==> src/rtl/mem_access_sequencer_if.sv <==
// Avalon-style memory bus between the access sequencer (master) and memory (slave).
interface mem_access_sequencer_if;
    logic [31:0] mem_address;
    logic        mem_read;
    logic        mem_write;
    logic [31:0] mem_writedata;
    logic [3:0]  mem_byteenable;
    logic [31:0] mem_readdata;
    logic        mem_waitrequest;

    modport master (
        output mem_address, mem_read, mem_write, mem_writedata, mem_byteenable,
        input  mem_readdata, mem_waitrequest
    );

    modport slave (
        input  mem_address, mem_read, mem_write, mem_writedata, mem_byteenable,
        output mem_readdata, mem_waitrequest
    );
endinterface

==> src/rtl/mem_access_sequencer.sv <==
// Memory-side sequencer: fetch/load/store bus transactions, completion strobes and PC.
// Optional MEM_TIMEOUT_EN: abort to HALTED with sticky bus_error after TIMEOUT_CYCLES stalls.
module mem_access_sequencer #(
    parameter logic [31:0] RESET_PC       = 32'hBFC00000,
    parameter int          TIMEOUT_CYCLES = 16
) (
    input  logic                           clk,
    input  logic                           reset,
    input  logic                           fetch,
    input  logic                           MemRead,
    input  logic                           MemWrite,
    input  logic                           JRcontrol,
    input  logic [31:0]                    alu_result,
    input  logic [31:0]                    store_data,
    input  logic [31:0]                    pc_next,
    mem_access_sequencer_if.master         bus,
    output logic [31:0]                    inst,
    output logic [31:0]                    load_data,
    output logic                           end_of_inst_reg,
    output logic                           end_of_inst_store,
    output logic [31:0]                    pc,
    output logic                           active,
    output logic                           bus_error
);

    typedef enum logic [3:0] {
        S_IDLE    = 4'd0,
        S_FETCH   = 4'd1,
        S_EXEC    = 4'd2,
        S_LOAD    = 4'd3,
        S_STORE   = 4'd4,
        S_RET_REG = 4'd5,
        S_RET_ST  = 4'd6,
        S_RET_JR  = 4'd7,
        S_COMMIT  = 4'd8,
        S_HALTED  = 4'd9
    } state_e;

    state_e      state_q, state_d;
    logic [31:0] pc_q, pc_d, inst_q, inst_d, load_data_q, load_data_d;
    logic [31:0] addr_q, addr_d, wdata_q, wdata_d;
    logic        active_q, active_d, mem_read_q, mem_read_d, mem_write_q, mem_write_d;
    logic        eoi_reg_q, eoi_reg_d, eoi_st_q, eoi_st_d;
    logic        accept_s, stall_s;

`ifdef MEM_TIMEOUT_EN
    localparam int CNT_W = $clog2(TIMEOUT_CYCLES + 1);
    localparam logic [CNT_W-1:0] TIMEOUT_CNT = CNT_W'(TIMEOUT_CYCLES);
    logic [CNT_W-1:0] wait_cnt_q, wait_cnt_d;
    logic             bus_error_q, bus_error_d;
`endif

    assign accept_s = (mem_read_q | mem_write_q) & ~bus.mem_waitrequest;
    assign stall_s  = (mem_read_q | mem_write_q) &  bus.mem_waitrequest;

    // Next-state and registered-output computation for the transaction FSM
    always_comb begin
        state_d     = state_q;
        pc_d        = pc_q;
        inst_d      = inst_q;
        load_data_d = load_data_q;
        addr_d      = addr_q;
        wdata_d     = wdata_q;
        active_d    = active_q;
        mem_read_d  = mem_read_q;
        mem_write_d = mem_write_q;
        eoi_reg_d   = 1'b0;
        eoi_st_d    = 1'b0;

        case (state_q)
            S_IDLE: begin
                if (fetch && active_q) begin
                    state_d    = S_FETCH;
                    mem_read_d = 1'b1;
                    addr_d     = {pc_q[31:2], 2'b00};
                end else begin
                    state_d = S_IDLE;
                end
            end
            S_FETCH: begin
                if (accept_s) begin
                    inst_d     = bus.mem_readdata;
                    mem_read_d = 1'b0;
                    state_d    = S_EXEC;
                end else begin
                    state_d = S_FETCH;
                end
            end
            // Load wins over store when both are asserted
            S_EXEC: begin
                if (JRcontrol) begin
                    state_d = S_RET_JR;
                end else if (MemRead) begin
                    state_d    = S_LOAD;
                    mem_read_d = 1'b1;
                    addr_d     = {alu_result[31:2], 2'b00};
                end else if (MemWrite) begin
                    state_d     = S_STORE;
                    mem_write_d = 1'b1;
                    addr_d      = {alu_result[31:2], 2'b00};
                    wdata_d     = store_data;
                end else begin
                    state_d   = S_RET_REG;
                    eoi_reg_d = 1'b1;
                end
            end
            S_LOAD: begin
                if (accept_s) begin
                    load_data_d = bus.mem_readdata;
                    mem_read_d  = 1'b0;
                    state_d     = S_RET_REG;
                    eoi_reg_d   = 1'b1;
                end else begin
                    state_d = S_LOAD;
                end
            end
            S_STORE: begin
                if (accept_s) begin
                    mem_write_d = 1'b0;
                    state_d     = S_RET_ST;
                    eoi_st_d    = 1'b1;
                end else begin
                    state_d = S_STORE;
                end
            end
            S_RET_REG, S_RET_ST, S_RET_JR: begin
                state_d = S_COMMIT;
            end
            S_COMMIT: begin
                pc_d = pc_next;
                if (pc_next == 32'd0) begin
                    active_d = 1'b0;
                    state_d  = S_HALTED;
                end else begin
                    state_d = S_IDLE;
                end
            end
            S_HALTED: begin
                state_d = S_HALTED;
            end
            default: begin
                state_d     = S_IDLE;
                mem_read_d  = 1'b0;
                mem_write_d = 1'b0;
            end
        endcase

`ifdef MEM_TIMEOUT_EN
        bus_error_d = bus_error_q;
        if (stall_s) begin
            wait_cnt_d = wait_cnt_q + {{(CNT_W-1){1'b0}}, 1'b1};
            if (wait_cnt_d == TIMEOUT_CNT) begin
                wait_cnt_d  = {CNT_W{1'b0}};
                mem_read_d  = 1'b0;
                mem_write_d = 1'b0;
                bus_error_d = 1'b1;
                active_d    = 1'b0;
                state_d     = S_HALTED;
            end else begin
                wait_cnt_d = wait_cnt_q + {{(CNT_W-1){1'b0}}, 1'b1};
            end
        end else begin
            wait_cnt_d = {CNT_W{1'b0}};
        end
`endif
    end

    // State and output registers with synchronous reset
    always_ff @(posedge clk) begin
        if (reset) begin
            state_q     <= S_IDLE;
            pc_q        <= RESET_PC;
            inst_q      <= 32'd0;
            load_data_q <= 32'd0;
            addr_q      <= 32'd0;
            wdata_q     <= 32'd0;
            active_q    <= 1'b1;
            mem_read_q  <= 1'b0;
            mem_write_q <= 1'b0;
            eoi_reg_q   <= 1'b0;
            eoi_st_q    <= 1'b0;
`ifdef MEM_TIMEOUT_EN
            wait_cnt_q  <= {CNT_W{1'b0}};
            bus_error_q <= 1'b0;
`endif
        end else begin
            state_q     <= state_d;
            pc_q        <= pc_d;
            inst_q      <= inst_d;
            load_data_q <= load_data_d;
            addr_q      <= addr_d;
            wdata_q     <= wdata_d;
            active_q    <= active_d;
            mem_read_q  <= mem_read_d;
            mem_write_q <= mem_write_d;
            eoi_reg_q   <= eoi_reg_d;
            eoi_st_q    <= eoi_st_d;
`ifdef MEM_TIMEOUT_EN
            wait_cnt_q  <= wait_cnt_d;
            bus_error_q <= bus_error_d;
`endif
        end
    end

`ifdef MEM_TIMEOUT_EN
    assign bus_error = bus_error_q;
`else
    assign bus_error = 1'b0;
`endif

    assign bus.mem_address    = addr_q;
    assign bus.mem_read       = mem_read_q;
    assign bus.mem_write      = mem_write_q;
    assign bus.mem_writedata  = wdata_q;
    assign bus.mem_byteenable = 4'b1111;
    assign inst               = inst_q;
    assign load_data          = load_data_q;
    assign end_of_inst_reg    = eoi_reg_q;
    assign end_of_inst_store  = eoi_st_q;
    assign pc                 = pc_q;
    assign active             = active_q;

endmodule

==> src/flat_wrapper.sv <==
// flat-port wrapper written by rule: the top's interface ports become plain ports
module mem_access_sequencer_flat 
#(
    parameter logic [31:0] RESET_PC       = 32'hBFC00000,
    parameter int          TIMEOUT_CYCLES = 16
)
  (clk, reset, fetch, MemRead, MemWrite, JRcontrol, alu_result, store_data, pc_next, inst, load_data, end_of_inst_reg, end_of_inst_store, pc, active, bus_error, bus_mem_address, bus_mem_read, bus_mem_write, bus_mem_writedata, bus_mem_byteenable, bus_mem_readdata, bus_mem_waitrequest);
  mem_access_sequencer_if bus_i ();
  input  logic clk;
  input  logic reset;
  input  logic fetch;
  input  logic MemRead;
  input  logic MemWrite;
  input  logic JRcontrol;
  input  logic [31:0] alu_result;
  input  logic [31:0] store_data;
  input  logic [31:0] pc_next;
  output logic [31:0] inst;
  output logic [31:0] load_data;
  output logic end_of_inst_reg;
  output logic end_of_inst_store;
  output logic [31:0] pc;
  output logic active;
  output logic bus_error;
  output wire logic [$bits(bus_i.mem_address)-1:0] bus_mem_address;
  output wire logic [$bits(bus_i.mem_read)-1:0] bus_mem_read;
  output wire logic [$bits(bus_i.mem_write)-1:0] bus_mem_write;
  output wire logic [$bits(bus_i.mem_writedata)-1:0] bus_mem_writedata;
  output wire logic [$bits(bus_i.mem_byteenable)-1:0] bus_mem_byteenable;
  input wire logic [$bits(bus_i.mem_readdata)-1:0] bus_mem_readdata;
  input wire logic [$bits(bus_i.mem_waitrequest)-1:0] bus_mem_waitrequest;
  assign bus_mem_address = bus_i.mem_address;
  assign bus_mem_read = bus_i.mem_read;
  assign bus_mem_write = bus_i.mem_write;
  assign bus_mem_writedata = bus_i.mem_writedata;
  assign bus_mem_byteenable = bus_i.mem_byteenable;
  assign bus_i.mem_readdata = bus_mem_readdata;
  assign bus_i.mem_waitrequest = bus_mem_waitrequest;
  mem_access_sequencer #(.RESET_PC(RESET_PC), .TIMEOUT_CYCLES(TIMEOUT_CYCLES)) u_core (.clk(clk), .reset(reset), .fetch(fetch), .MemRead(MemRead), .MemWrite(MemWrite), .JRcontrol(JRcontrol), .alu_result(alu_result), .store_data(store_data), .pc_next(pc_next), .bus(bus_i), .inst(inst), .load_data(load_data), .end_of_inst_reg(end_of_inst_reg), .end_of_inst_store(end_of_inst_store), .pc(pc), .active(active), .bus_error(bus_error));
endmodule
==> config.mk <==
export PLATFORM = sky130hd
export DESIGN_NAME = mem_access_sequencer_flat
export DESIGN_NICKNAME = d
export VERILOG_FILES = /design/src/rtl/mem_access_sequencer_if.sv /design/src/rtl/mem_access_sequencer.sv /design/src/flat_wrapper.sv
export SDC_FILE = /design/constraint.sdc
export NUM_CORES = 1
export LEC_CHECK = 0
export CAP_MARGIN = 20
export CORE_ASPECT_RATIO = 0.6
export CORE_MARGIN = 2
export CORE_UTILIZATION = 38
export CTS_BUF_LIST = sky130_fd_sc_hd__clkbuf_4 sky130_fd_sc_hd__clkbuf_8
export DETAILED_ROUTE_END_ITERATION = 10
export PLACE_DENSITY_LB_ADDON = 0.08
export SLEW_MARGIN = 20
export SYNTH_ARGS = -nofsm -noshare
export SYNTH_HDL_FRONTEND = slang
export SYNTH_SLANG_ARGS = --single-unit
==> constraint.sdc <==
create_clock -name clk -period 1.4 [get_ports clk]
set_input_delay 0.14 -clock clk [delete_from_list [all_inputs] [get_ports clk]]
set_output_delay 0.14 -clock clk [all_outputs]
set_load 0.01 [all_outputs]
==> impl_metrics.py, run 1 <==
metrics = {
    "outcome": {
        "status": "finished, violations left",
        "violations": "setup timing",
    },
    "critical_path": {
        "critPathKind": "in -> reg",
        "crit_arrival_ps": 1910,
        "cp-end-kind": "register",
        "ff2ff_path_depth": 9,
        "critPathRequiredTime_ps": 1730,
        "critPathLaunchType": "primary input",
        "path_buf_inv": 2,
        "timing.rr.end": "u_core.load_data[21]",
        "worst-path-max-fanout": 3,
        "crit_path_top_delay_cell": "clkdlybuf4s50_1",
        "r2r_setup_slack_ps": -160,
        "path_cells": "clkdlybuf4s50_1 > nor4_1 > buf_4 > nand4_1 > or3_4 > a21o_1",
        "timing.rr.start": "u_core.state_q[3]",
        "slowest_delay_ps": 550,
        "crit_family": "simple AND/OR/NAND/NOR gates",
    },
    "synthesis": {
        "synth.avg_cell_area_um2": 8.15,
        "synthArstFlopShare_pct": 0,
        "synth_top_area_share_pct": 51.9,
        "synth_cells": 790,
        "yosysSeqAreaShare_pct": 51.9,
        "synth_top_area_cell": "dfxtp_1",
        "synth_warnings": 0,
        "synthTopCellsByArea": "dfxtp_1, nand2_1, a21oi_1",
        "yosysUniqueCellTypes": 37,
        "synth-edff-count": 0,
        "syn-cell-area_mm2": 0.00644,
        "synth-main-ff-cell": "dfxtp_1",
        "ys_ff_latch": 167,
    },
    "detailed_routing": {
        "drt_iter0_drc": 394,
        "viasPerCell": 4.96,
        "dr.pass1.iters": 4,
        "ant_nets": 0,
        "num_vias": 6856,
        "wire_per_inst_um": 17.7,
        "wl_um": 24500,
        "drcViolationCount": 0,
    },
    "timing": {
        "fin_hold_ws_ps": 224,
        "layout_min_cycle_time_ps": 1580,
        "finalWorstSetupSlack_ps": -177,
        "rsz0062_at_grt": "true",
        "fin_crit_sh_pct": 113,
        "setup_viol": 132,
        "hold_violations": 0,
        "drv_slew": 0,
        "fmax_mhz": 634,
        "fin_skew_ps": 20.1,
    },
    "clock_network": {
        "cts_tree": "yes",
        "clkLatencyLatePin_ps": 450,
        "clk_pin_slew_ps": 110,
        "root_buffer": "clkbuf_8",
        "cts_buffers": 17,
        "cts_sinks": 167,
        "cts_buffer_depth": 2,
        "cts_max_level": 4,
    },
    "global_route": {
        "use_met2_pct": 38.6,
        "grt-busiest-layer": "met2",
        "grt_max_degree": 83,
        "grt_usage_pct": 25.8,
        "grt_use_met1_pct": 35.9,
        "use_met3_pct": 7.84,
        "grt_pass1_wl_um": 36000,
        "grt_overflow": 0,
        "antenna_found_initial": 1,
        "first_global_vias": 6515,
    },
    "layout": {
        "layout.nets": 1277,
        "stdcell_count": 1383,
        "drive_gt1_share_pct": 17.7,
        "antenna_cells": 0,
        "finalInstanceArea_mm2": 0.0113,
        "area_delta_synth_final_pct": 75.4,
        "final_common_cell": "nand2_1",
        "layout_common_cells": "nand2_1, dlygate4sd2_1, dfxtp_1, clkdlybuf4s50_1, a21oi_1",
        "fillers": 1405,
    },
    "placed_design": {
        "placed_area_mm2": 0.00995,
        "hpwlAfterDp_um": 15100,
        "io_buffer_count": 295,
        "dp.cells": 1306,
        "gp_congestion": 0.832,
        "place_ws_ps": -574,
    },
    "power": {
        "ir_worst_vdd_mv": 0.521,
        "p_leak_nw": 4.75,
        "powerDensity_mw_per_mm2": 1080,
    },
    "floorplan": {
        "dieArea_mm2": 0.0180,
        "die_h_um": 105,
        "core_mm2": 0.0164,
        "rows": 36,
        "initial_core_util_pct": 39.3,
        "ioPinCount": 305,
        "die_width_um": 172,
    },
    "hold_path": {
        "min_from": "store_data[15]",
        "min_path_type": "in -> reg",
        "min_delay_path_depth": 3,
        "hold_end": "u_core.bus.mem_writedata[15]",
    },
    "run": {
        "max_cap_violations": 0,
    },
}
[cells in the mapped netlist, types with 2 or more instances]
master	count
nand2_1	266
dfxtp_1	167
a21oi_1	153
clkbuf_1	44
a211oi_1	31
mux2i_1	31
buf_2	17
nand3_1	14
buf_4	10
nor4_1	8
nor2_1	5
nand2b_1	4
a31oi_1	3
nor2b_1	3
nor3_1	3
o21ai_0	3
a211o_1	2
and3_1	2
and4_1	2
conb_1	2
inv_1	2
nand4_1	2
nor4b_4	2
[final cells by class]
| cell class | count | area, um^2 | share of cell area (%) |
|---|---|---|---|
| repair buffers | 399 | 4170 | 36.9 |
| flip-flops and latches | 167 | 3360 | 29.7 |
| inverters | 2 | 7.51 | 0.0664 |
| clock inverters | 12 | 110 | 0.974 |
| clock buffers | 20 | 269 | 2.38 |
| multi-input cells | 555 | 3100 | 27.4 |
| well taps | 228 | 285 | 2.52 |
[layer usage]
layer,wire [um],up-vias
met3,2220,32
met4,386,0
li1,-,3376
met2,10600,242
met1,11300,3206
met5,0,-
[per-stage QoR]
step | power, mW | util (%) | setup TNS [ps]
2_1_floorplan | 6.62 | - | -2040
3_3_place_gp | 8.13 | 60.7 | -31940
3_5_place_dp | 8.15 | 60.7 | -32520
4_1_cts | 12.1 | 66.8 | -15050
5_1_grt | 12.7 | 68.9 | -24900
6_report | 12.2 | 68.9 | -14890
[worst max path at each step]
| stage | cells after the start | startpoint | end | slack, ps |
|---|---|---|---|---|
| 2_1_floorplan | 5 | u_core.state_q[0] | u_core.active | -80 |
| 3_3_place_gp | 5 | pc_next[31] | u_core.active | -550 |
| 3_5_place_dp | 6 | pc_next[15] | u_core.active | -570 |
| 4_1_cts | 7 | u_core.state_q[2] | u_core.bus.mem_writedata[4] | -180 |
| 5_1_grt | 6 | u_core.state_q[3] | u_core.bus.mem_writedata[9] | -240 |
| 6_report | 6 | pc_next[15] | u_core.active | -180 |
[cells by family (layout without fill, tap and decap cells)]
group / after synthesis / after routing / synth area share [%]
compound gates: 200 / 200 / 17.3
other cells: 2 / 7 / 0.117
flops: 167 / 167 / 51.9
buf+inv: 73 / 433 / 5.17
mux: 31 / 31 / 4.82
simple gates: 316 / 316 / 20.5
xor+xnor: 1 / 1 / 0.136
[where the power goes]
| group | switching [mW] | internal, mW |
|---|---|---|
| combinational | 1.63 | 1.92 |
| sequential | 0.182 | 5.05 |
| clock | 1.96 | 1.41 |
| total | 3.78 | 8.38 |
[tightest hold or removal path, stage by stage]
cell             delay [ps]
clkdlybuf4s50_1         400
nand2_1                  50
a21oi_1                  50
[timing repair]
| item | CTS | global route |
|---|---|---|
| pin swaps | 16 | 25 |
| hold buffers | 1 | 0 |
| endpoints found under the setup margin | 328 | 165 |
| setup buffers | 22 | 6 |
| hold endpoints to repair | 2 | 0 |
| resized for setup | 235 | 65 |
| gates cloned | 15 | 6 |
No activity file was read; power rests on OpenSTA's default activity.
==> inputs of run 2 (changes only) <==
CORE_UTILIZATION = 42   (was 38)
GPL_TIMING_DRIVEN = 0   (was unset)
clock period = 1.6 ns   (was 1.4 ns; I/O delays follow)
==> run 2 against run 1 <==
  * The run still ends with setup timing left
  * Clock-buffer cell count shrank 1
  * Clock skew fell by 5.1 ps
  * Setup slack gained 130 ps
  * Combinational power is 24% lower
  * Power is 17% lower
  * Clock power decreased by 15%
  * Design area fell by 5.2%
  * Global-route usage is 0.83 points higher
  * Non-clock buffer count fell by 18
  * Critical endpoint is now u_core.bus.mem_writedata[8]
  * Largest cell class unchanged
==> impl_metrics.py, run 2 (synthesis results as in run 1) <==
metrics = {
    "floorplan": {
        "die_h_um": 99.9,
        "initial_core_util_pct": 42.5,
        "dieArea_mm2": 0.0164,
        "die_width_um": 164,
        "core_mm2": 0.0152,
        "rows": 35,
        "ioPinCount": 305,
    },
    "hold_path": {
        "min_path_type": "in -> reg",
    },
    "critical_path": {
        "critPathKind": "reg -> reg",
        "r2r_setup_slack_ps": -50,
        "ff2ff_path_depth": 7,
        "timing.rr.end": "u_core.bus.mem_writedata[8]",
        "crit_arrival_ps": 2020,
        "critPathRequiredTime_ps": 1980,
        "endpoint": "u_core.bus.mem_writedata[8]",
        "timing.rr.start": "u_core.state_q[0]",
        "cp-end-kind": "register",
        "crit_start": "u_core.state_q[0]",
        "worst-path-max-fanout": 8,
        "critPathLaunchType": "register",
    },
    "global_route": {
        "grt_usage_pct": 26.6,
        "first_global_vias": 6257,
        "grt_pass1_wl_um": 33600,
        "grt_max_degree": 17,
        "antenna_found_initial": 0,
        "grt_overflow": 0,
    },
    "power": {
        "ir_worst_vdd_mv": 0.476,
        "switching_power_mw": 3.11,
        "p_clk_share_pct": 28.0,
        "power.total_mw": 10.1,
        "p_int_mw": 7.00,
        "power_frac_seq_pct": 45.2,
        "combPwrFrac_pct": 26.8,
        "switching_share_pct": 30.8,
        "p_leak_nw": 3.90,
        "powerDensity_mw_per_mm2": 945,
    },
    "clock_network": {
        "root_buffer": "clkbuf_8",
        "cts_buffers": 17,
        "cts_buffer_depth": 2,
        "cts_hold_buf": 0,
        "cts_max_level": 4,
        "clk_pin_slew_ps": 100,
        "cts_tree": "yes",
        "clkLatencyLatePin_ps": 450,
        "cts_sinks": 167,
    },
    "timing": {
        "max_slew.worst_pin.slew_ps": 698,
        "rsz0062_at_grt": "true",
        "layout_min_cycle_time_ps": 1650,
        "setup_viol": 25,
        "hold_violations": 0,
        "fin_hold_ws_ps": 247,
        "relSlewSlack_pct": 53.4,
        "drv_slew": 0,
        "fin_skew_ps": 15.0,
        "fin_crit_sh_pct": 103,
        "finalWorstSetupSlack_ps": -46.1,
        "fmax_mhz": 608,
    },
    "placed_design": {
        "gp_congestion": 0.836,
        "hpwlAfterDp_um": 16600,
        "io_buffer_count": 294,
    },
    "detailed_routing": {
        "ant_nets": 0,
        "drcViolationCount": 0,
        "viasPerCell": 5.02,
        "drt_iter0_drc": 408,
        "wl_um": 22900,
        "wire_per_inst_um": 17.1,
        "dr.pass1.iters": 5,
        "num_vias": 6728,
    },
    "layout": {
        "register_area_mm2": 0.00336,
        "final_common_cell": "clkdlybuf4s50_1",
        "antenna_cells": 0,
        "drive_gt1_share_pct": 15.5,
        "layout.nets": 1259,
        "final_core_util_pct": 70.7,
        "area_delta_synth_final_pct": 66.2,
        "fillers": 1282,
        "layout_common_cells": "clkdlybuf4s50_1, nand2_1, dfxtp_1, a21oi_1, a211oi_1",
        "multi_input_area_mm2": 0.00305,
    },
    "run": {
        "max_cap_violations": 0,
    },
    "outcome": {
        "violations": "setup timing",
        "status": "finished, violations left",
    },
}
## run 2: how the worst min path moves through the flow
stage                                             from                            to  cells after the start
after floorplan                            pc_next[22]                 u_core.pc[22]                      2
after CTS                               store_data[15]  u_core.bus.mem_writedata[15]                      3
after global routing                     store_data[9]   u_core.bus.mem_writedata[9]                      3
final                                   store_data[19]  u_core.bus.mem_writedata[19]                      3
after detailed placement  u_core.bus.mem_writedata[25]  u_core.bus.mem_writedata[25]                      2
after global placement    u_core.bus.mem_writedata[16]  u_core.bus.mem_writedata[16]                      2
## run 2: final cells by class
| type | count | area share (%) |
|---|---|---|
| buffer | 65 | 4.23 |
| clock buffer | 19 | 2.33 |
| clock inverter | 13 | 1.04 |
| inverter | 2 | 0.0701 |
| multi-input combinational | 555 | 28.5 |
| sequential | 167 | 31.4 |
| tap | 203 | 2.37 |
| timing repair buffer | 316 | 30.1 |
## run 2: metrics by stage
stage | worst slack (ps) | cell area [um^2] | cells | setup TNS [ps]
6_report | -46.1 | 10700 | 1340 | -393
5_1_grt | -123 | 10700 | 1340 | -4540
3_3_place_gp | -478 | 9660 | 1292 | -51230
4_1_cts | -37.5 | 10300 | 1334 | -74.8
3_5_place_dp | -500 | 9660 | 1292 | -53180
2_1_floorplan | 81.8 | 6460 | 795 | 0
## run 2: what timing repair did
action	CTS	global route
gates resized for setup	72	118
gates cloned	4	2
setup buffers	10	6
pin swaps	5	39
endpoints found under the setup margin	159	173
## run 2: critical path, stage by stage (launching register included)
cell and delay [ps]:
dfxtp_2 330, buf_8 130, nor4b_4 300, buf_4 190, and3_4 280, buf_6 150
nand2_1 80, a21oi_2 120
## run 2: power groups by stage
stage	sequential (mW)	combinational, mW	clock [mW]
3_5_place_dp	4.65	2.28	0
2_1_floorplan	4.76	1.01	0
3_3_place_gp	4.65	2.27	0
4_1_cts	4.56	2.46	2.89
5_1_grt	4.60	2.90	3.07
6_report	4.57	2.71	2.84
## run 2: per-layer routing
layer	wire length (um)	vias to the layer above	global-route usage, %
met1	10400	3150	37.0
met5	0	-	0
met3	2240	16	8.80
met4	203	0	6.28
met2	10000	237	40.1
li1	-	3325	-
==> inputs of run 3 (changes only) <==
SLEW_MARGIN = unset   (was 20)
==> results of run 3 <==
The final DEF is identical to that of run 2; final timing and power are the same.
